[config.mk]
export PLATFORM = sky130hd
export DESIGN_NAME = demux_reg_bank
export DESIGN_NICKNAME = d
export VERILOG_FILES = /design/src/rtl/demux_reg_bank_pkg.sv /design/src/rtl/onehot_decoder.sv /design/src/rtl/demux_reg_bank.sv
export SDC_FILE = /design/constraint.sdc
export NUM_CORES = 1
export LEC_CHECK = 0
export CAP_MARGIN = 20
export CORE_MARGIN = 4
export CORE_UTILIZATION = 29
export CTS_CLUSTER_DIAMETER = 50
export CTS_CLUSTER_SIZE = 16
export DETAILED_ROUTE_END_ITERATION = 8
export PLACE_DENSITY_LB_ADDON = 0.2
export SKIP_LAST_GASP = 1
export SLEW_MARGIN = 40
export SYNTH_ARGS = -nofsm -noshare
export SYNTH_HDL_FRONTEND = slang
export SYNTH_HIERARCHICAL = 1
export SYNTH_SLANG_ARGS = --single-unit
[constraint.sdc]
create_clock -name clk -period 3.4 [get_ports clk]
set_input_delay 0.51 -clock clk [delete_from_list [all_inputs] [get_ports clk]]
set_output_delay 0.51 -clock clk [all_outputs]
set_load 0.03 [all_outputs]
[src/rtl/demux_reg_bank_pkg.sv]
// Shared CompactRISC16 register-bank constants and the bank FSM state encoding.
// Imported by demux_reg_bank and its testbench.
package demux_reg_bank_pkg;

    localparam int CR16_WORD_W     = 16;
    localparam int CR16_REG_CNT    = 16;
    localparam int CR16_REG_ADDR_W = 4;

    typedef enum logic {
        ST_IDLE  = 1'b0,
        ST_CLEAR = 1'b1
    } state_t;

endpackage

[src/rtl/onehot_decoder.sv]
// Address to one-hot enable decoder; all outputs low when en is low.
module onehot_decoder #(
    parameter int ADDR_W = 4
) (
    input  logic                 en,
    input  logic [ADDR_W-1:0]    addr,
    output logic [2**ADDR_W-1:0] onehot
);

    always_comb begin
        onehot = '0;
        if (en) onehot[addr] = 1'b1;
    end

endmodule

[src/rtl/demux_reg_bank.sv]
// Register bank written through a valid/ready demux, with a one-register-per-cycle clear sweep.
// Optional macro DEMUX_REG_BANK_BYPASS_EN forwards an accepted write to matching read ports.
//
// state    | meaning
// ST_IDLE  | writes accepted (in_ready=1), waiting for clr_req
// ST_CLEAR | sweep zeroes reg[cnt] each cycle, writes refused
module demux_reg_bank
    import demux_reg_bank_pkg::*;
#(
    parameter int SIZE   = CR16_WORD_W,
    parameter int REGS   = CR16_REG_CNT,
    parameter int ADDR_W = $clog2(REGS)
) (
    input  logic              clk,
    input  logic              reset,
    input  logic              in_valid,
    output logic              in_ready,
    input  logic [ADDR_W-1:0] in_addr,
    input  logic [SIZE-1:0]   in_data,
    input  logic              clr_req,
    output logic              clr_busy,
    input  logic [ADDR_W-1:0] rd_addr_a,
    output logic [SIZE-1:0]   rd_data_a,
    input  logic [ADDR_W-1:0] rd_addr_b,
    output logic [SIZE-1:0]   rd_data_b
);

    state_t            state, state_nxt;
    logic [ADDR_W-1:0] cnt, cnt_nxt;
    logic              wr_acc;
    logic              sweep_en;
    logic [REGS-1:0]   wr_oh;
    logic [REGS-1:0]   sweep_oh;
    logic [SIZE-1:0]   bank [REGS];

    always_ff @(posedge clk) begin
        if (reset) begin
            state <= ST_IDLE;
            cnt   <= '0;
        end else begin
            state <= state_nxt;
            cnt   <= cnt_nxt;
        end
    end

    always_comb begin
        state_nxt = state;
        cnt_nxt   = cnt;
        in_ready  = 1'b0;
        clr_busy  = 1'b0;
        sweep_en  = 1'b0;
        case (state)
            ST_IDLE: begin
                in_ready = 1'b1;
                if (clr_req) begin
                    state_nxt = ST_CLEAR;
                    cnt_nxt   = '0;
                end
            end
            ST_CLEAR: begin
                clr_busy = 1'b1;
                sweep_en = 1'b1;
                cnt_nxt  = cnt + 1'b1;
                // counter wraps to 0 on the same edge the sweep ends
                if (cnt == ADDR_W'(REGS - 1)) state_nxt = ST_IDLE;
            end
            default: state_nxt = ST_IDLE;
        endcase
    end

    assign wr_acc = in_valid && in_ready;

    onehot_decoder #(.ADDR_W(ADDR_W)) u_wr_dec (
        .en     (wr_acc),
        .addr   (in_addr),
        .onehot (wr_oh)
    );

    onehot_decoder #(.ADDR_W(ADDR_W)) u_sweep_dec (
        .en     (sweep_en),
        .addr   (cnt),
        .onehot (sweep_oh)
    );

    always_ff @(posedge clk) begin
        for (int i = 0; i < REGS; i++) begin
            if (reset || sweep_oh[i]) bank[i] <= '0;
            else if (wr_oh[i])        bank[i] <= in_data;
        end
    end

`ifdef DEMUX_REG_BANK_BYPASS_EN
    // sweep writes never reach wr_acc, so only handshake writes are forwarded
    assign rd_data_a = (wr_acc && rd_addr_a == in_addr) ? in_data : bank[rd_addr_a];
    assign rd_data_b = (wr_acc && rd_addr_b == in_addr) ? in_data : bank[rd_addr_b];
`else
    assign rd_data_a = bank[rd_addr_a];
    assign rd_data_b = bank[rd_addr_b];
`endif

endmodule

==> impl_metrics.csv <==
group,metric,value,unit
synthesis,async_flop_share,0,%
synthesis,yosysTopAreaCell,"edfxtp_1",
sta,worst_pin_slew,0.737,ns
power,vdd_ir_drop_max,0.000278,V
global_routing,grt.overflow.total,0,
clock_network,cts_made_buffers,34,
synthesis,syn-cell-area,14100,sq um
final_layout,fin_nets,1043,
global_routing,antenna_found_initial,1,
setup_path,cp_max_fo,21,
synthesis,synth_fa_ha_area_share,0.0890,%
power,power_leakage,6.23,nW
power,power.share.switching,24.9,%
status,status,"finished clean",
synthesis,synth_top_family_by_area,"multiplexers",
final_layout,design_area,17100,sq um
drt,wire_per_inst,25.9,microns
run,max_cap_violations,0,
drt,drt_iter0_drc,772,
clock_network,cts_tree,"done",
drt,antenna_left,0,
sta,hold_violations,0,
setup_path,cp.arrival,2.42,ns
global_routing,grt_pass1_wl,62600,microns
sta,tns,0,ns
final_layout,drive_above_1_share,27.3,%
synthesis,synth.area.mux_share,21.3,%
power,p_switching,2.20,mW
synthesis,synth_seq_area_share,55.4,%
sta,max_freq,342,MHz
synthesis,synth_compound_gate_area_share,3.71,%
clock_network,cts_setup_buffers,0,
hold_path,min_path_type,"reg2reg",
synthesis,yosysMostFrequentCell,"and2_1",
power,power,8.84,mW
synthesis,synthTopCellsByArea,"edfxtp_1, mux4_2, and2_1, mux4_1, a22oi_1",
placed_design,dp_slack,0.424,ns
global_routing,globalRouteTotalUtil,16.2,%
power,p_per_area,517,nW/um^2
floorplanning,die_w,228,microns
drt,num_vias,8450,
setup_path,endpoint_kind,"output pin",
sta,min_period_over_period,86.1,%
synthesis,synth_fp_nets,960,
sta,report.final.setup_viol,0,
floorplanning,num_rows,80,
drt,drcViolationCount,0,
placed_design,portBuffers,65,
final_layout,utilization,35.7,%
synthesis,yosys.area.top_type_share,54.7,%
clock_network,cts.htree.levels,2,
clock_network,clock-sinks,261,
clock_network,clk_pin_slew,0.05,ns
synthesis,syn_inst,927,
placed_design,place_congestion,0.791,
clock_network,clock_latency,0.53,ns
drt,vias_per_cell,5.12,
synthesis,yosys.area_share.simple,16.4,%
setup_path,worstPathRequired,2.89,ns
synthesis,synth_edf_count,256,
floorplanning,die_y,228,microns
sta,rsz0062_at_grt,"false",
clock_network,ctsResizeCount,0,
drt,drt_wl_total,42700,microns
placed_design,place_area,15800,sq um
floorplanning,core_region_area,47800,sq um
setup_path,critPathLaunchType,"input pin",
sta,layout_min_cycle_time,2.93,ns
synthesis,ys.flop_type,"edfxtp_1",
synthesis,yosysWarnings,6,
clock_network,clock_path_buffers,3,
sta,final.setup.worst_slack,0.474,ns
sta,finalClockSkew,0.0263,ns
setup_path,critPathKind,"in2out",
final_layout,fin_cells,1650,
power,p_int,6.64,mW
drt,first_pass_iters,5,
placed_design,hpwl,27500,microns
power,p_seq_share,42.4,%
synthesis,ys_types,35,
final_layout,num_antenna_cells,0,
floorplanning,io_pins,66,
sta,max_slew_margin,50.7,%
synthesis,ys_ff_latch,261,
sta,slew_viol_final,0,
placed_design,post-place-cells,1589,
synthesis,synthXorXnorAreaFrac,0,%
clock_network,cts_hold_buf,0,
sta,whs,0.631,ns
final_layout,syn_to_final_growth,21.5,%
synthesis,synth_area_per_cell,15.2,sq um
power,p_clk_share,45.2,%
floorplanning,initial_utilization,29.4,%
clock_network,cts_root_buf,"clkbuf_16",
global_routing,grt_pass1_vias,9102,
floorplanning,die_area,52100,sq um
power,p_comb_share,12.4,%
synthesis,ys_top_cells_by_count,"and2_1, edfxtp_1, mux4_2",
global_routing,grt_max_degree,38,
-- sequential cells by signal, indices dropped and copies added (netlist names) --
signal  flops
bank      256
state       1
cnt         4
-- worst paths after layout --
kind,from,cells after the start,slack (ns),endpoint
max,rd_addr_b[0],6,0.47,rd_data_b[5]
min,cnt[3],3,0.63,state
max reg2reg,state,5,1.32,bank[0][4]
min reg2reg,cnt[3],3,0.63,state
-- power groups by stage --
stage,sequential (mW),combinational (mW),clock (mW)
finish,3.74,1.10,4.00
global route,3.76,1.15,4.23
CTS,3.75,1.11,4.08
detailed placement,3.81,1.11,0
global placement,3.81,1.11,0
floorplan,3.78,0.608,0
-- metal layers --
metal	GRT usage [%]	vias to the layer above	share of wire (%)
met5	0	-	0
met3	2.38	87	4.3
met4	5.32	0	3.3
met1	22.3	4338	45
met2	26.6	248	48
li1	-	3777	-
-- critical path: stages --
cell and delay, ns:
buf_4 0.40, buf_12 0.24, mux4_1 0.64, a22oi_1 0.24
nand2_1 0.17, buf_12 0.19
-- logic make-up after synthesis --
logic type,count (synthesis)
buffers and inverters,81
AOI/OAI and AO/OA,71
and+or+nand+nor,384
muxes,129
adders and majority gates,1
DFF,261
-- cell type report --
cell class	count	area [sq um]
well taps	615	769
multi-input cells	585	5890
inverters	2	7.51
flip-flops and latches	261	7790
fillers	4529	30800
repair buffers	126	1380
clock buffers	36	880
clock inverters	25	373
-- cells in the final DEF, fill, tap and decap left out, types with 4 or more instances in the layout --
master and instances:
a21oi_1 4, a22oi_1 64, and2_1 257, buf_12 29, buf_4 68, bufinv_16 7, clkbuf_16 35, clkdlybuf4s50_1 29
dfxtp_1 5, edfxtp_1 256, inv_6 7, mux4_1 25, mux4_2 101, nand2_1 35, nand2b_1 4, nand3b_1 4
nor2_1 28, nor2b_1 4, nor3_1 9, nor3b_2 15, or3_1 16
Note: power is estimated with default switching activity, not from simulation.
